$ cat config.mk
export PLATFORM = sky130hd
export DESIGN_NAME = regfile_wb_sched_flat
export DESIGN_NICKNAME = d
export VERILOG_FILES = /design/src/rtl/regfile_wb_sched_if.sv /design/src/rtl/regfile_wb_sched.sv /design/src/flat_wrapper.sv
export SDC_FILE = /design/constraint.sdc
export NUM_CORES = 1
export LEC_CHECK = 0
export CAP_MARGIN = 20
export CELL_PAD_IN_SITES_DETAIL_PLACEMENT = 1
export CELL_PAD_IN_SITES_GLOBAL_PLACEMENT = 1
export CORE_MARGIN = 5
export CORE_UTILIZATION = 33
export CTS_CLUSTER_SIZE = 28
export DETAILED_ROUTE_END_ITERATION = 12
export PLACE_DENSITY = 0.94
export SLEW_MARGIN = 20
export SYNTH_ARGS = -nofsm -noshare
export SYNTH_HDL_FRONTEND = slang
export SYNTH_SLANG_ARGS = --single-unit
$ cat constraint.sdc
create_clock -name clk -period 8.39 [get_ports clk]
set_input_delay 1.678 -clock clk [delete_from_list [all_inputs] [get_ports clk]]
set_output_delay 1.678 -clock clk [all_outputs]
set_load 0.01 [all_outputs]
$ cat src/rtl/regfile_wb_sched_if.sv
// rtl/regfile_wb_sched_if.sv - write-back request, scoreboard query and register-file write bundle
interface regfile_wb_sched_if #(
  parameter int NREQ = 3,
  parameter int XLEN = 32
);
  logic [NREQ-1:0]      req_valid;
  logic [NREQ-1:0]      req_ready;
  logic [NREQ*5-1:0]    req_rd;
  logic [NREQ*XLEN-1:0] req_data;
  logic                 issue_valid;
  logic [4:0]           issue_rd;
  logic [4:0]           rs1;
  logic [4:0]           rs2;
  logic                 rs1_busy;
  logic                 rs2_busy;
  logic [31:0]          busy_vec;
  logic                 rf_regwrite;
  logic [4:0]           rf_writereg;
  logic [XLEN-1:0]      rf_writedata;

  modport master (
    output req_valid, req_rd, req_data, issue_valid, issue_rd, rs1, rs2,
    input  req_ready, rs1_busy, rs2_busy, busy_vec, rf_regwrite, rf_writereg, rf_writedata
  );

  modport slave (
    input  req_valid, req_rd, req_data, issue_valid, issue_rd, rs1, rs2,
    output req_ready, rs1_busy, rs2_busy, busy_vec, rf_regwrite, rf_writereg, rf_writedata
  );
endinterface

$ cat src/rtl/regfile_wb_sched.sv
// rtl/regfile_wb_sched.sv - round-robin write-back scheduler with pending-write scoreboard
module regfile_wb_sched #(
  parameter int NREQ = 3,
  parameter int XLEN = 32
) (
  input logic               clk,
  input logic               rst,
  regfile_wb_sched_if.slave bus
);
  localparam int PW = $clog2(NREQ);

  logic [PW-1:0]   ptr_q, ptr_d;
  logic            rf_regwrite_q, rf_regwrite_d;
  logic [4:0]      rf_writereg_q, rf_writereg_d;
  logic [XLEN-1:0] rf_writedata_q, rf_writedata_d;
  logic [31:1]     busy_q, busy_d;

  logic [NREQ-1:0] grant;
  logic [PW-1:0]   gnt_idx;
  logic            gnt_any;
  logic [PW:0]     idx_w;

  // Search from ptr upward, wrapping at NREQ; the first valid requester wins.
  always_comb begin
    grant   = '0;
    gnt_idx = '0;
    gnt_any = 1'b0;
    idx_w   = '0;
    for (int k = 0; k < NREQ; k++) begin
      idx_w = {1'b0, ptr_q} + (PW+1)'(k);
      if (idx_w >= (PW+1)'(NREQ)) idx_w = idx_w - (PW+1)'(NREQ);
      if (!gnt_any && bus.req_valid[idx_w[PW-1:0]]) begin
        gnt_any = 1'b1;
        gnt_idx = idx_w[PW-1:0];
      end
    end
    if (gnt_any) grant[gnt_idx] = 1'b1;
  end

  always_comb begin
    ptr_d          = ptr_q;
    rf_regwrite_d  = 1'b0;
    rf_writereg_d  = rf_writereg_q;
    rf_writedata_d = rf_writedata_q;
    if (gnt_any) begin
      ptr_d          = (gnt_idx == PW'(NREQ-1)) ? '0 : gnt_idx + PW'(1);
      rf_writereg_d  = bus.req_rd[gnt_idx*5 +: 5];
      rf_writedata_d = bus.req_data[gnt_idx*XLEN +: XLEN];
      rf_regwrite_d  = (rf_writereg_d != 5'd0);
    end
  end

  // Clear first, then set: a freshly issued producer outranks the retiring write.
  always_comb begin
    busy_d = busy_q;
    for (int r = 1; r < 32; r++) begin
      if (rf_regwrite_q && rf_writereg_q == 5'(r)) busy_d[r] = 1'b0;
      if (bus.issue_valid && bus.issue_rd == 5'(r)) busy_d[r] = 1'b1;
    end
  end

  always_ff @(posedge clk or negedge rst) begin
    if (!rst) begin
      ptr_q          <= '0;
      rf_regwrite_q  <= 1'b0;
      rf_writereg_q  <= '0;
      rf_writedata_q <= '0;
      busy_q         <= '0;
    end else begin
      ptr_q          <= ptr_d;
      rf_regwrite_q  <= rf_regwrite_d;
      rf_writereg_q  <= rf_writereg_d;
      rf_writedata_q <= rf_writedata_d;
      busy_q         <= busy_d;
    end
  end

  assign bus.req_ready    = rst ? grant : '0;
  assign bus.rf_regwrite  = rf_regwrite_q;
  assign bus.rf_writereg  = rf_writereg_q;
  assign bus.rf_writedata = rf_writedata_q;
  assign bus.busy_vec     = {busy_q, 1'b0};
  assign bus.rs1_busy     = bus.busy_vec[bus.rs1];
  assign bus.rs2_busy     = bus.busy_vec[bus.rs2];
endmodule

$ cat src/flat_wrapper.sv
// flat-port wrapper written by rule: the top's interface ports become plain ports
module regfile_wb_sched_flat 
#(
  parameter int NREQ = 3,
  parameter int XLEN = 32
)
  (clk, rst, bus_req_valid, bus_req_rd, bus_req_data, bus_issue_valid, bus_issue_rd, bus_rs1, bus_rs2, bus_req_ready, bus_rs1_busy, bus_rs2_busy, bus_busy_vec, bus_rf_regwrite, bus_rf_writereg, bus_rf_writedata);
  regfile_wb_sched_if #(.NREQ(NREQ), .XLEN(XLEN)) bus_i ();
  input logic clk;
  input logic rst;
  input wire logic [$bits(bus_i.req_valid)-1:0] bus_req_valid;
  input wire logic [$bits(bus_i.req_rd)-1:0] bus_req_rd;
  input wire logic [$bits(bus_i.req_data)-1:0] bus_req_data;
  input wire logic [$bits(bus_i.issue_valid)-1:0] bus_issue_valid;
  input wire logic [$bits(bus_i.issue_rd)-1:0] bus_issue_rd;
  input wire logic [$bits(bus_i.rs1)-1:0] bus_rs1;
  input wire logic [$bits(bus_i.rs2)-1:0] bus_rs2;
  output wire logic [$bits(bus_i.req_ready)-1:0] bus_req_ready;
  output wire logic [$bits(bus_i.rs1_busy)-1:0] bus_rs1_busy;
  output wire logic [$bits(bus_i.rs2_busy)-1:0] bus_rs2_busy;
  output wire logic [$bits(bus_i.busy_vec)-1:0] bus_busy_vec;
  output wire logic [$bits(bus_i.rf_regwrite)-1:0] bus_rf_regwrite;
  output wire logic [$bits(bus_i.rf_writereg)-1:0] bus_rf_writereg;
  output wire logic [$bits(bus_i.rf_writedata)-1:0] bus_rf_writedata;
  assign bus_i.req_valid = bus_req_valid;
  assign bus_i.req_rd = bus_req_rd;
  assign bus_i.req_data = bus_req_data;
  assign bus_i.issue_valid = bus_issue_valid;
  assign bus_i.issue_rd = bus_issue_rd;
  assign bus_i.rs1 = bus_rs1;
  assign bus_i.rs2 = bus_rs2;
  assign bus_req_ready = bus_i.req_ready;
  assign bus_rs1_busy = bus_i.rs1_busy;
  assign bus_rs2_busy = bus_i.rs2_busy;
  assign bus_busy_vec = bus_i.busy_vec;
  assign bus_rf_regwrite = bus_i.rf_regwrite;
  assign bus_rf_writereg = bus_i.rf_writereg;
  assign bus_rf_writedata = bus_i.rf_writedata;
  regfile_wb_sched #(.NREQ(NREQ), .XLEN(XLEN)) u_core (.clk(clk), .rst(rst), .bus(bus_i));
endmodule
=== Word-level counts from Yosys, hierarchy flattened ===
Index checks and enable logic that the tools add are counted.

* Output and inout port bits: 75
* Memories: 0
* Memory bits (read-only): 0
* Bits in latches: 0
* Register bits: 71
* Bits in writable memories: 0
* Bits of input ports: 132

* Add/subtract/negate cells: 6
* Order comparisons: 10
* Equal/unequal tests: 63
* Div/mod/pow operators: 0
* Multiplexer cells: 87
* Bitwise operators: 0
* Reduce and logical (&&, ||, !) cells: 99
* Multipliers: 1
* Shifts and indexed selects: 2

{| class="wikitable"
|+ Operators by type and width
! operator !! number
|-
| 5-bit == test (second input constant) || 32
|-
| 96-bit by 8-bit indexed part select with 32-bit output || 1
|-
| 5-bit by 4-bit == test with 1-bit output (second input constant) || 16
|-
| 1-bit two-way mux || 72
|-
| 1-bit logical AND || 65
|-
| 2-bit nonzero test || 31
|-
| 5-bit by 3-bit == test with 1-bit output (second input constant) || 8
|-
| 5-bit by 2-bit == test with 1-bit output (second input constant) || 4
|-
| 15-bit by 6-bit indexed part select with 5-bit output || 1
|-
| 2-bit two-way mux || 7
|-
| 2-bit by 3-bit less-than comparator with 1-bit output (second input constant) || 4
|-
| 5-bit by 6-bit less-than comparator with 1-bit output (second input constant) || 2
|-
| 1-bit binary-select mux with 5-bit select || 2
|-
| 5-bit by 1-bit == test with 1-bit output (second input constant) || 2
|-
| 1-bit binary-select mux with 2-bit select || 3
|-
| 3-bit by 2-bit greater-or-equal comparator with 1-bit output (second input constant) || 2
|-
| 3-bit two-way mux || 2
|-
| 2-bit subtractor (second input constant) || 3
|-
| 2-bit by 3-bit multiplier with 5-bit output (second input constant) || 1
|-
| 5-bit nonzero test || 1
|-
| 2-bit by 1-bit adder with 3-bit output (second input constant) || 1
|-
| 2-bit by 2-bit adder with 3-bit output (second input constant) || 1
|-
| 2-bit by 1-bit adder with 2-bit output (second input constant) || 1
|-
| 1-bit demux with 2-bit select || 1
|-
| 4 further kinds || 5
|}

=== Logic depth before layout (Yosys ltp) ===
Gate-level depths: netlist (run 1).

* Depth after elaboration: 17
* Gate-level depth with buffers: 11

=== Least setup slack after synthesis (run 1) ===
No wires, ideal clock.

* Path kind: input-to-output
* Start: in bus_rs1[0]
* End: out bus_rs1_busy
* Stages on the path: 4
* Buffers on the path: 1
* Data required time: 6.712 ns
* Slack: 3.329 ns
* Arrival time: 3.383 ns
* Path through: clkbuf_1 > mux4_2 > mux4_2 > mux2_2

* Cells in the longest elaborated chain, start to end: 2

{| class="wikitable"
|+ Ends and longest elaborated chain
! item !! line !! source
|-
| start, declared || flat_wrapper.sv:16 || <nowiki>input wire logic [$bits(bus_i.rs1)-1:0] bus_rs1;</nowiki>
|-
| 1-bit binary-select mux with 5-bit select || regfile_wb_sched.sv:83 || <nowiki>assign bus.rs1_busy = bus.busy_vec[bus.rs1];</nowiki>
|-
| 1-bit two-way mux (not written as such) || regfile_wb_sched.sv:83 ||
|-
| end, declared || flat_wrapper.sv:19 || <nowiki>output wire logic [$bits(bus_i.rs1_busy)-1:0] bus_rs1_busy;</nowiki>
|}

Every way passes these cells. The select of a mux whose other input is x is not followed.

=== Worst setup path in the final report (run 1) ===
* Start: in bus_req_valid[1]
* End: out bus_req_ready[0]

* Cells in the longest elaborated chain, start to end: 15
* Elaborated cells on any way between the ends: 23
* Those cells by class: order compare: 2; mux: 16; reduce/logical: 5

{| class="wikitable"
|+ Ends and longest elaborated chain
! item !! line !! source
|-
| start, declared || flat_wrapper.sv:11 || <nowiki>input wire logic [$bits(bus_i.req_valid)-1:0] bus_req_valid;</nowiki>
|-
| 1-bit binary-select mux with 2-bit select || regfile_wb_sched.sv:32 || <nowiki>if (!gnt_any && bus.req_valid[idx_w[PW-1:0]]) begin</nowiki>
|-
| 1-bit two-way mux (not written as such) || regfile_wb_sched.sv:32 ||
|-
| 1-bit two-way mux || regfile_wb_sched.sv:32 ||
|-
| 1-bit zero test || regfile_wb_sched.sv:32 ||
|-
| 1-bit logical AND || regfile_wb_sched.sv:32 ||
|-
| 1-bit two-way mux || regfile_wb_sched.sv:32 ||
|-
| 1-bit zero test || regfile_wb_sched.sv:32 ||
|-
| 1-bit logical AND || regfile_wb_sched.sv:32 ||
|-
| 2-bit two-way mux || regfile_wb_sched.sv:32 ||
|-
| 2-bit by 3-bit less-than comparator with 1-bit output (not written as such) or 2-bit by 1-bit greater-or-equal comparator with 1-bit output (tied branches) || regfile_wb_sched.sv:37 || <nowiki>if (gnt_any) grant[gnt_idx] = 1'b1;</nowiki>
|-
| 1-bit logical AND (not written as such) || regfile_wb_sched.sv:37 ||
|-
| 1-bit two-way mux (not written as such) || regfile_wb_sched.sv:37 ||
|-
| 1-bit demux with 2-bit select || n/a ||
|-
| 3-bit two-way mux (*) || regfile_wb_sched.sv:37 ||
|-
| 3-bit two-way mux (*) || regfile_wb_sched.sv:78 || <nowiki>assign bus.req_ready = rst ? grant : '0;</nowiki>
|-
| end, declared || flat_wrapper.sv:18 || <nowiki>output wire logic [$bits(bus_i.req_ready)-1:0] bus_req_ready;</nowiki>
|}

Mark *: on every way between the ends. The rest lies on a longest branch, timed or not. The select of a mux whose other input is x is not followed.

==> results of run 1 <==
cells in the mapped netlist (2+ instances only):
master / count / area, µm²
sky130_fd_sc_hd__dfrtp_1: 71 / 1780
sky130_fd_sc_hd__o21ai_0: 69 / 345
sky130_fd_sc_hd__nand2_1: 42 / 158
sky130_fd_sc_hd__nor2_1: 39 / 146
sky130_fd_sc_hd__o31ai_1: 27 / 203
sky130_fd_sc_hd__a211oi_1: 26 / 195
sky130_fd_sc_hd__nor2b_1: 25 / 156
sky130_fd_sc_hd__mux4_2: 18 / 405
sky130_fd_sc_hd__nand2b_1: 16 / 100
sky130_fd_sc_hd__clkbuf_1: 11 / 41.3
sky130_fd_sc_hd__buf_2: 9 / 45.0
sky130_fd_sc_hd__inv_1: 6 / 22.5
sky130_fd_sc_hd__mux2_2: 6 / 67.6
sky130_fd_sc_hd__o21ai_1: 6 / 30.0
sky130_fd_sc_hd__or2_2: 6 / 37.5
sky130_fd_sc_hd__a22oi_1: 5 / 37.5
sky130_fd_sc_hd__a32oi_1: 5 / 43.8
sky130_fd_sc_hd__buf_6: 5 / 56.3
sky130_fd_sc_hd__mux2i_1: 5 / 50.1
sky130_fd_sc_hd__nand3b_1: 5 / 37.5
sky130_fd_sc_hd__nand4b_1: 5 / 43.8
sky130_fd_sc_hd__and2b_1: 4 / 30.0
sky130_fd_sc_hd__ha_1: 4 / 50.1
sky130_fd_sc_hd__nand3_1: 4 / 20.0
sky130_fd_sc_hd__a211oi_2: 3 / 37.5
sky130_fd_sc_hd__a21o_1: 3 / 22.5
sky130_fd_sc_hd__a31oi_1: 3 / 18.8
sky130_fd_sc_hd__a21boi_0: 2 / 15.0
sky130_fd_sc_hd__a21oi_1: 2 / 10.0
sky130_fd_sc_hd__a221oi_1: 2 / 17.5
sky130_fd_sc_hd__a22o_1: 2 / 17.5
sky130_fd_sc_hd__buf_4: 2 / 15.0
sky130_fd_sc_hd__clkbuf_2: 2 / 10.0
sky130_fd_sc_hd__nand4_1: 2 / 12.5
sky130_fd_sc_hd__nor3_1: 2 / 10.0
sky130_fd_sc_hd__o2111ai_1: 2 / 17.5
sky130_fd_sc_hd__o22a_1: 2 / 17.5
sky130_fd_sc_hd__o311ai_0: 2 / 17.5
cell type report:
type                       count  share of cell area [%]
clock buffer                  10                    3.31
clock inverter                 5                   0.723
inverter                       6                   0.325
multi-input combinational    360                    36.9
sequential                    71                    25.7
tap                          176                    3.18
timing repair buffer         208                    29.9
through the flow:
step / instance area [µm²] / hold slack (ns) / util [%]
global placement: 6650 / 0.462 / 49.8
CTS: 6930 / 0.480 / 51.9
global route: 6930 / 0.504 / 51.9
finish: 6930 / 0.477 / 51.9
detailed placement: 6650 / 0.468 / 49.8
floorplan: 4530 / 0.514 / -
placed cells by master, fill, tap and decap left out, types with 3 or more instances in the layout:
master	synthesis	routed
sky130_fd_sc_hd__buf_4	2	4
sky130_fd_sc_hd__o21ai_1	6	6
sky130_fd_sc_hd__nand3b_1	5	5
sky130_fd_sc_hd__a21o_1	3	3
sky130_fd_sc_hd__mux2i_1	5	5
sky130_fd_sc_hd__clkinv_2	0	4
sky130_fd_sc_hd__a22oi_1	5	5
sky130_fd_sc_hd__clkbuf_16	0	9
sky130_fd_sc_hd__nand2b_1	16	16
sky130_fd_sc_hd__nand3_1	4	4
sky130_fd_sc_hd__o21ai_0	69	69
sky130_fd_sc_hd__or2_2	6	6
sky130_fd_sc_hd__a211oi_1	26	26
sky130_fd_sc_hd__nand4b_1	5	5
sky130_fd_sc_hd__nor2_1	39	38
sky130_fd_sc_hd__and2b_1	4	4
sky130_fd_sc_hd__mux2_2	6	6
sky130_fd_sc_hd__clkdlybuf4s50_1	0	204
sky130_fd_sc_hd__nor2b_1	25	25
sky130_fd_sc_hd__a32oi_1	5	5
sky130_fd_sc_hd__nand2_1	42	42
sky130_fd_sc_hd__ha_1	4	4
sky130_fd_sc_hd__dfrtp_1	71	71
sky130_fd_sc_hd__a31oi_1	3	3
sky130_fd_sc_hd__o31ai_1	27	27
sky130_fd_sc_hd__inv_1	6	6
sky130_fd_sc_hd__a211oi_2	3	3
sky130_fd_sc_hd__mux4_2	18	18
worst paths after layout:
check / from / endpoint / slack (ns) / depth (start not counted)
min in group asynchronous: rst / u_core.bus.rf_writedata[0]$_DFFE_PN0N_ / 1.24 / 1
hold / removal: u_core.bus.rf_writedata[23]$_DFFE_PN0N_ / u_core.bus.rf_writedata[23]$_DFFE_PN0N_ / 0.48 / 2
hold reg to reg: u_core.bus.rf_writedata[23]$_DFFE_PN0N_ / u_core.bus.rf_writedata[23]$_DFFE_PN0N_ / 0.48 / 2
setup reg to reg: u_core.ptr_q[0]$_DFFE_PN0N_ / u_core.bus.rf_regwrite$_DFF_PN0_ / 5.09 / 8
max in group asynchronous: rst / u_core.busy_q[4]$_DFFE_PN0P_ / 6.18 / 2
setup / recovery: bus_req_valid[1] / bus_req_ready[0] / 2.01 / 8
flip-flops by register name (all words and copies together), names as in the netlist:
name / flops
u_core.bus.rf_regwrite: 1
u_core.bus.rf_writedata: 32
u_core.bus.rf_writereg: 5
u_core.busy_q: 31
u_core.ptr_q: 2
routing by layer:
metal	share of wire [%]	up-vias	track usage [%]
met5	0	-	0
met4	2.9	0	8.45
met3	7.6	38	4.63
met2	52	234	39.4
met1	38	2277	24.9
li1	-	2133	-
logic make-up (layout without fill, tap and decap cells):
logic type / count (synthesis) / in the layout / synth area share, %
mux: 29 / 29 / 11.6
compound gates: 170 / 170 / 25.5
buf+inv: 37 / 229 / 4.61
fa+ha+maj: 4 / 4 / 1.11
simple gates: 156 / 156 / 17.9
flops: 71 / 71 / 39.2
other cells: 1 / 1 / 0.0828
power groups by stage:
stage / registers [mW] / clock network (mW) / logic (mW)
4_1_cts: 0.728 / 0.373 / 1.79
2_1_floorplan: 0.735 / 0 / 1.03
3_5_place_dp: 0.732 / 0 / 1.79
5_1_grt: 0.754 / 0.393 / 1.93
6_report: 0.729 / 0.366 / 1.77
3_3_place_gp: 0.717 / 0 / 1.68
critical path, cell delays in order:
cell                              delay [ns]
sky130_fd_sc_hd__clkdlybuf4s50_1        0.65
sky130_fd_sc_hd__mux2i_1                0.14
sky130_fd_sc_hd__or2_2                  0.34
sky130_fd_sc_hd__o221a_2                0.18
sky130_fd_sc_hd__nor2_4                 0.75
sky130_fd_sc_hd__nand3b_1               0.20
sky130_fd_sc_hd__nor2_1                 0.18
sky130_fd_sc_hd__clkdlybuf4s50_1        0.58
==> metrics list, run 1 <==
* # IOs: 207
- Of the total power, registers draw 25.5%.
- Placement Rows: 42
- Setup violations remaining at the end of the flow were counted as 0.
- Maximum number of pins on one net before global-route repair: 64
- Worst setup SP type: input port
- Number of sinks handled by clock tree synthesis: 71
- TritonCTS built the clock tree.
- Setup repair after global routing left no endpoint under its margin.
* Power, Total: 2.87 mW
* Core outline area: 13300 µm²
- Maximum level of the CTS H-tree: 3
- The run finished with clean final reports.
* Multi-input combinational cell area: 2550 µm²
- Max clock buf depth: 2
- The final max-slew violation count was 0.
- DRC marker count from the first detailed-route iteration: 265
- The number of setup buffers added after CTS is 0.
- Asr flop ratio synth: 100%
* Worst skew pair latency: 0.33 ns
- Number of gates resized after cts: 0
* Number of design rule violations left after detail routing: 0
- In the synthesized netlist, the number of instances is 468.
* Yosys warnings: 0
- The die is 127 µm tall.
* Most frequently used flop master after synthesis: sky130_fd_sc_hd__dfrtp_1
* Number of antenna violations at the first check in global routing: 0
- Root buffer cell: sky130_fd_sc_hd__clkbuf_16
- After synthesis, flip-flops and latches occupy 39.2% of the total area.
- In this run the remaining antenna-violating nets after routing total 0.
* Time the final worst path needs with I/O delays and setup: 6.38 ns
* Distinct cell type count after synthesis: 56
* Routed WL per cell: 21.3 µm
* VDD IR-drop max: 0.166 mV
- After clock tree synthesis, the clock-pin slew on the worst setup and hold paths is 0.06 ns.
- DIE AREA: 16200 µm²
* Sw Pwr: 1.27 mW
- Setup skew after layout: 0.00494 ns
* Synth-to-Final Area Change: 52.9%
- Peak fanout along the critical path: 40
- The path class of the tightest hold or removal check is flip-flop to flip-flop.
- The filler cells instantiated in the layout total 1509.
- The final critical path takes up 76.1% of the cycle.
* Cell internal power dissipation: 1.60 mW
- Number of hold violations in the final report: 0
- Summing over every cut layer, the via total after detailed routing is 4682.
- The mapped netlist covers 4530 µm².
* Placed cells: 821
- Total GRT Usage: 21.7%
* Starting utilization of the core area: 33.9%
* Total iterations of the first detailed-routing run: 4
- The net count of the finished layout is 792.
* Port buffer count: 205
* X dimension of the die: 127 µm
- Total grt overflow: 0
- Relative contribution of the clock network to total power: 12.8%
* Register Area: 1780 µm²
- Number of maximum-capacitance constraint violations: 0
* Final std cells w/o fill: 836
- Ant. Diodes: 0
- Share of cells above drive strength 1: 8.94%
- Data required time at the worst endpoint: 6.71 ns
* Max_slew headroom: 35.1%
- Global-route wire length before repair: 27900 µm
- Averaged over all synthesized cells, the footprint is 9.68 µm².
- Net switching is 44.3% of the power.
* Kind of capture point of the worst setup path: output port
- FMAX: 0.157 GHz
* Number of buffers inserted during clock tree synthesis: 9
* Start-to-end type of the worst setup path: input port to output port
* Routed vias/inst: 5.60
* Post-detail-place hpwl: 14200 µm
- Yosys mapped a number of flops with a built-in enable equal to 0.
- At the worst endpoint, the arrival time is 4.70 ns.
* Synthesized Nets: 604
* Via count of the first global-routing pass: 5231
- Seq cells post-synth: 71
* Transition time at the pin with the least slew margin: 0.971 ns
- In this run the power density over the cells is 414 nW/µm².
* WL final: 17800 µm
- CTS hold repair buffers: 0
* Setup slack after placement: 1.97 ns
- In this run, the combinational gates consume 61.8% of the power.
- Summed over all cells, the static leakage comes to 2.59 nW.
* Minimum setup slack in the final design: 2.01 ns
* Setup TNS: 0 ns
- Placer Congestion: 0.901
No activity file was read; power rests on OpenSTA's default activity.
==> inputs of run 2 (changes only) <==
- CORE_UTILIZATION: 33 -> 31
- PLACE_DENSITY: 0.94 -> 0.89
- clock period: 8.39 -> 6.2 ns (I/O delays scaled with it)
==> run 2 against run 1 <==
  * Cell area rose by 1.6%
  * Clock-buffer cell count rose by 1
  * Critical path type unchanged
  * Die area rose by 5.9%
==> metrics list, run 2 (synthesis results as in run 1) <==
- The run finished with clean final reports.
* Setup repair after global routing missed its margin: false
- Sw Pwr: 1.70 mW (+34%)
- The worst ir drop on vdd is 0.269 mV (+62%).
- Max_slew headroom: 39.7% (+4.6 points)
* Setup skew after layout: 0.0110 ns (+0.00604 ns)
* Number of design rule violations left after detail routing: 0 (unchanged)
- Kind of capture point of the worst setup path: output port
- Clock tree synthesis selected as its root buffer the cell sky130_fd_sc_hd__clkbuf_16.
* # IOs: 207 (unchanged)
- Minimum setup slack in the final design: 0.990 ns (-1.02 ns)
- Fraction of power spent switching nets: 42.6% (-1.8 points)
- The detail-routed via count per cell is 5.57 (-0.54%).
- The setup total negative slack came to 0 ns (unchanged).
* Fraction of power consumed by combinational cells: 59.4% (-2.4 points)
- Placed cells: 830 (+1.1%)
- Leaving out fill and tap cells, the most frequent cell in the layout is sky130_fd_sc_hd__clkdlybuf4s50_1.
- The maximum buffer depth of the clock tree is 2 (unchanged).
- Start-to-end type of the worst setup path: input port to output port
- Peak fanout along the critical path: 9 (-78%)
* Total grt overflow: 0 (unchanged)
* Via count of the first global-routing pass: 5064 (-3.2%)
- The total number of clock tree sinks was 71 (unchanged).
- The starting density of the core is 31.4% (-2.5 points).
- The latest clock arrival within the worst-skew pair is 0.33 ns (about the same).
- Share of cells above drive strength 1: 9.21% (+0.28 points)
- The horizontal die dimension came to 131 µm (+2.9%).
- The delay of the slowest cell on the worst path came to 0.55 ns (-0.20 ns).
- Filler cell count in the final layout: 1583 (+4.9%)
* Sequential share of power: 24.7% (-0.8 points)
- The total of buffers placed on input and output ports was 205 (unchanged).
* Buffer and inverter count on the worst path: 2 (unchanged)
- The number of nets in the layout was 793 (+0.13%).
* CTS hold repair buffers: 0 (unchanged)
* Number of gates resized after cts: 0 (unchanged)
* Met2 capacity usage during global routing: 34.5% (-4.9 points)
* Relative contribution of the clock network to total power: 15.9% (+3.1 points)
- The setup slack at placement came to 1.00 ns (-0.972 ns).
* Count of nets left with antenna violations after detail routing: 0 (unchanged)
- The pin count of the biggest net entering global routing came to 72 (+13%).
- Final std cells w/o fill: 847 (+1.3%)
- The sum of net half-perimeters after detailed placement came to 14000 µm (-1.7%).
* Gate family responsible for the most delay along the worst path: buffers and inverters
- WL final: 17600 µm (-0.96%)
* Vertical extent of the die: 131 µm (+2.9%)
* Transition time at the pin with the least slew margin: 0.905 ns (-0.0666 ns)
- Met1 usage: 23.9% (-1.0 points)
- Relative to the synthesized area, the layout overhead comes to 55.3%.
* Worst setup SP type: input port
* Number of buffers inserted during clock tree synthesis: 9 (unchanged)
- HP Class: flip-flop to flip-flop
* Buffers inserted during post-CTS setup optimization: 0 (unchanged)
- The critical path goes through clkdlybuf4s50_1 > nand3b_1 > o21ai_1 > or2_2 > o41ai_1 > nor2_1 > clkdlybuf4s50_1.
- The overall die area came to 17100 µm² (+5.9%).
- Placement Rows: 44 (+4.8%)
- Total iterations of the first detailed-routing run: 4 (unchanged)
- The number of DRC markers after the initial detailed-route iteration came to 272 (+2.6%).
- The combined global-route utilization of all metal layers is 20.2% (-1.4 points).
- Core outline area: 14400 µm² (+8.1%)
- The routing usage on met3 was 7.32% (+2.7 points).
- The flip-flop count of the largest register after layout is 32 (unchanged).
- CP max stage cell: sky130_fd_sc_hd__o41ai_1
* Cell internal power dissipation: 2.30 mW (+44%)
* Final setup viols: 0 (unchanged)
- In the layout the commonest cells are sky130_fd_sc_hd__clkdlybuf4s50_1, sky130_fd_sc_hd__dfrtp_1, sky130_fd_sc_hd__o21ai_0, sky130_fd_sc_hd__nand2_1, sky130_fd_sc_hd__nor2_1.
- Counting stages on the worst path, the most repeated cell is sky130_fd_sc_hd__clkdlybuf4s50_1.
- Leakage power: 2.63 nW (+1.6%)
* Routed WL per cell: 20.8 µm (-2.2%)
- The arrival time at the worst endpoint came to 3.97 ns (-0.73 ns).
- The first-pass GRT wire length came to 27100 µm (-3.1%).
* Placer Congestion: 0.877 (-2.6%)
- Via count: 4718 (+0.77%)
- CTS clock-pin slew for the worst setup and hold paths: 0.06 ns (about the same)
- The worst path uses 84.0% of the clock period.
- The count of endpoints failing hold in the final timing report came to 0 (unchanged).
- Maximum level of the CTS H-tree: 3 (unchanged)
- Number of antenna violations at the first check in global routing: 1 (+1)
- The final max-slew violation count is 0 (unchanged).
- Number of maximum-capacitance constraint violations: 0 (unchanged)
* Utilization after layout: 48.8% (-3.1 points)
- The layer flagged by global routing as most heavily used is met2.
- Counting I/O delays and the setup requirement, the final critical path takes 5.21 ns.
- Static timing analysis puts the maximum clock frequency at 0.192 GHz.
- TritonCTS built the clock tree.
- The power density of the placed cells is 570 nW/µm² (+38%).
* Data required time at the worst endpoint: 4.96 ns (-1.75 ns)
==> run 2: cell count changes in the layout (fill, tap and decap cells not counted), sizes merged <==
cell / before / now
buf: 4 / 5
clkinv: 4 / 1
diode: 0 / 1
bufinv: 1 / 4
clkbuf: 10 / 11
==> run 2: layout make-up <==
cell class              count  area [µm²]  share of cell area (%)
multi-input cells         360        2550                    36.3
repair buffers            209        2080                    29.6
flip-flops and latches     71        1780                    25.3
clock buffers              11         243                    3.45
well taps                 184         230                    3.27
clock inverters             5         129                    1.83
inverters                   6        22.5                   0.320
diodes                      1        2.50                  0.0356
==> run 2: worst reg2reg max path, stage by stage, from the launching register on <==
cell and delay [ns]:
sky130_fd_sc_hd__dfrtp_1 0.41, sky130_fd_sc_hd__inv_1 0.10, sky130_fd_sc_hd__ha_1 0.43, sky130_fd_sc_hd__nand3b_1 0.33
sky130_fd_sc_hd__o21ai_1 0.42, sky130_fd_sc_hd__o31a_4 0.66, sky130_fd_sc_hd__and2b_1 0.31, sky130_fd_sc_hd__a211oi_1 0.36
sky130_fd_sc_hd__o31ai_1 0.12
==> run 2: final timing paths <==
check	startpoint	cells after the start	slack, ns	to
worst max-delay path	bus_req_valid[2]	7	0.99	bus_req_ready[1]
worst min-delay path	u_core.bus.rf_writedata[12]$_DFFE_PN0N_	2	0.47	u_core.bus.rf_writedata[12]$_DFFE_PN0N_
worst max register to register	u_core.ptr_q[0]$_DFFE_PN0N_	8	2.90	u_core.bus.rf_writedata[29]$_DFFE_PN0N_
worst min register to register	u_core.bus.rf_writedata[12]$_DFFE_PN0N_	2	0.47	u_core.bus.rf_writedata[12]$_DFFE_PN0N_
max in group asynchronous	rst	2	4.46	u_core.busy_q[31]$_DFFE_PN0P_
min in group asynchronous	rst	2	1.18	u_core.bus.rf_writedata[28]$_DFFE_PN0N_
==> run 2: through the flow <==
stage          power, mW  hold WS, ns  area (µm²)
4_1_cts             4.05        0.479        7030
2_1_floorplan       2.39        0.514        4530
3_3_place_gp        3.25        0.462        6660
3_5_place_dp        3.40        0.471        6660
6_report            4.01        0.475        7030
5_1_grt             4.30        0.500        7030
==> run 2: routing by layer <==
layer	vias up	part of all wire [%]
li1	2138	-
met1	2299	38
met2	254	50
met3	27	11
met4	0	1.7
met5	-	0
==> run 2: power by group through the flow <==
stage               clock, mW  combinational (mW)  sequential [mW]
floorplan                   0                1.40            0.995
global placement            0                2.27            0.981
detailed placement          0                2.40            0.994
CTS                     0.651                2.41            0.989
global route            0.674                2.60             1.02
finish                  0.636                2.38            0.990
==> inputs of run 3 (changes only) <==
- CORE_UTILIZATION: 31 -> 28
- PLACE_DENSITY: 0.89 -> 0.85
- clock period: 6.2 -> 4.5 ns (I/O delays scaled with it)
==> run 3 against run 2 <==
  * Via count is 0.89% higher
  * Die area up 9.9%
  * Power up 33%
  * Largest power group unchanged
  * Critical endpoint unchanged
==> metrics list, run 3 (synthesis results as in run 1) <==
- Root buffer cell: sky130_fd_sc_hd__clkbuf_16
- The total of buffers placed on input and output ports is 205 (unchanged).
- Via count: 4760 (+0.89%)
- Most frequent cells in the layout: sky130_fd_sc_hd__clkdlybuf4s50_1, sky130_fd_sc_hd__dfrtp_1, sky130_fd_sc_hd__o21ai_0, sky130_fd_sc_hd__nand2_1, sky130_fd_sc_hd__nor2_1
* Setup TNS: 0 ns (unchanged)
- The static leakage came to 2.62 nW (-0.70%).
- The worst path uses 95.2% of the clock period.
* Data required time at the worst endpoint: 3.60 ns (-1.36 ns)
- Post-layout nets: 799 (+0.76%)
- Critical path capture point: bus_req_ready[1]
* Start of the worst register-to-register path: u_core.ptr_q[1]$_DFFE_PN0N_
* Time the final worst path needs with I/O delays and setup: 4.28 ns
- The total number of clock tree sinks came to 71 (unchanged).
* Total GRT Usage: 19.3% (-0.92 points)
- Reg2reg end: u_core.bus.rf_regwrite$_DFF_PN0_
* X dimension of the die: 137 µm (+4.8%)
- Synth-to-Final Area Change: 54.9%
* Global-route wire length before repair: 28300 µm (+4.3%)
* Maximum number of pins on one net before global-route repair: 71 (-1.4%)
* Register Area: 1780 µm² (unchanged)
* Reg-to-reg slack, setup: 1.31 ns (-1.59 ns)
* Multi-input combinational cell area: 2550 µm² (+0.20%)
- Traced cell by cell, the critical path runs through clkdlybuf4s50_1 > mux2i_1 > o21ai_1 > or2_2 > o41ai_1 > nor2_1 > clkdlybuf4s50_1.
* Placer Congestion: 0.925 (+5.5%)
* Max clock buf depth: 2 (unchanged)
- Slew Limit Fails: 0 (unchanged)
- Starting utilization of the core area: 28.5% (-2.9 points)
* Worst skew pair latency: 0.33 ns (about the same)
- The standard cell core area came to 15900 µm² (+10%).
- HP Class: input port to asynchronous set/reset pin
- The relative slew slack is 41.4% (+1.7 points).
- The number of antenna diodes was 0 (-1).
- The maximum fanout along the worst path came to 8 (-1).
- DIE AREA: 18800 µm² (+9.9%)
- Worst reg2reg path depth: 9 (+1)
- Total power density per cell area: 761 nW/µm² (+34%)
- Critical path startpoint: bus_req_valid[1]
- The number of global-route vias before repair is 5248 (+3.6%).
- # IOs: 207 (unchanged)
- The flip-flop count of the largest register after layout was 32 (unchanged).
- The post-route cell area is 7010 µm² (-0.27%).
- The total detailed-routing wirelength is 18000 µm (+2.1%).
- CTS hold repair buffers: 0 (unchanged)
- VDD IR-drop max: 0.328 mV (+22%)
* Count of nets left with antenna violations after detail routing: 0 (unchanged)
- Largest incremental delay on the critical path: 0.54 ns (about the same)
- Number of design rule violations left after detail routing: 0 (unchanged)
- Leading cell type in the layout, fill and taps excluded: sky130_fd_sc_hd__clkdlybuf4s50_1
* Clock tree from TritonCTS: yes
* Routed vias/inst: 5.39 (-3.2%)
* Post-DP Area: 6750 µm² (+1.4%)
- The register clock-pin slew on the reported worst setup and hold paths was 0.05 ns (about the same).
- Routed WL per cell: 20.4 µm (-2.0%)
- Timing would allow up to 0.233 GHz.
- Number of antenna violations at the first check in global routing: 1 (unchanged)
- The die boundary height came to 137 µm (+4.8%).
- Kind of capture point of the worst setup path: output port
- Worst setup SP type: input port
- The row count came to 46 (+4.5%).
* Total grt overflow: 0 (unchanged)
- Setup repair after global routing left no endpoint under its margin.
* Setup skew after layout: 0.00493 ns (-0.00605 ns)
* Library cell appearing most often on the critical path: sky130_fd_sc_hd__clkdlybuf4s50_1
- Start-to-end type of the worst setup path: input port to output port
- Buffers inserted during post-CTS setup optimization: 0 (unchanged)
* Final setup viols: 0 (unchanged)
- The first-pass iteration count of the detailed router came to 4 (unchanged).
* Post-detail-place hpwl: 14500 µm (+3.5%)
- The flow ran to the end, and the final reports show no timing, DRC or antenna violations.
- CP max stage cell: sky130_fd_sc_hd__clkdlybuf4s50_1
- Number of hold violations in the final report: 0 (unchanged)
- Share of cells above drive strength 1: 9.90% (+0.68 points)
- The transition time at the pin with the least slew margin is 0.879 ns (-0.0258 ns).
- The total CTS buffers was 9 (unchanged).
- The number of gates resized after CTS is 0 (unchanged).
* Number of maximum-capacitance constraint violations: 0 (unchanged)
- Power, Total: 5.34 mW (+33%)
- DRC marker count from the first detailed-route iteration: 232 (-15%)
* Utilization after layout: 44.2% (-4.6 points)
- The number of fill cells in the layout is 1820 (+15%).
- The count of H-tree levels built during CTS is 3 (unchanged).
* Arrival time of data at the critical path endpoint: 3.38 ns (-0.59 ns)
[run 3: routing by layer]
layer  vias up  routed length, µm  track usage [%]
met5         -                 19                0
met4         2                667             9.31
li1       2151                  -                -
met2       239               8670             32.6
met1      2312               7020             22.5
met3        56               1600             5.51
[run 3: worst min-delay path by stage]
stage / from / end / slack (ns)
finish: rst / u_core.bus.rf_writedata[0]$_DFFE_PN0N_ / 0.37
global route: rst / u_core.bus.rf_writedata[0]$_DFFE_PN0N_ / 0.36
CTS: rst / u_core.bus.rf_writedata[0]$_DFFE_PN0N_ / 0.36
detailed placement: u_core.bus.rf_writedata[24]$_DFFE_PN0N_ / u_core.bus.rf_writedata[24]$_DFFE_PN0N_ / 0.47
global placement: u_core.bus.rf_writedata[15]$_DFFE_PN0N_ / u_core.bus.rf_writedata[15]$_DFFE_PN0N_ / 0.46
floorplan: u_core.bus.rf_writedata[10]$_DFFE_PN0N_ / u_core.bus.rf_writedata[10]$_DFFE_PN0N_ / 0.51
[run 3: final cells by class]
cell class              count  area share (%)
multi-input cells         360            36.4
repair buffers            215            30.3
flip-flops and latches     71            25.3
well taps                 216            3.85
clock buffers              11            3.46
clock inverters             4           0.321
inverters                   6           0.321
[run 3: worst max-delay path, delay by kind of cell]
kind | cells | cell delay (ns)
AO/OA/AOI/OAI | 2 | 0.70
buffers and inverters | 2 | 1.04
multiplexers | 1 | 0.23
AND/OR/NAND/NOR | 2 | 0.52
[run 3: power by group]
group          internal, mW  total, mW  switching (mW)  leakage (nW)
clock                 0.382      0.640           0.258         0.131
sequential             1.00       1.37           0.369         0.828
combinational          1.59       3.33            1.74          1.66
[run 3: per-stage QoR]
step           cells  hold WS, ns  worst slack (ns)
6_report         883        0.373             0.217
3_5_place_dp     868        0.470             0.240
3_3_place_gp     868        0.459             0.306
5_1_grt          883        0.365             0.104
4_1_cts          883        0.358             0.225
2_1_floorplan    468        0.514             0.995
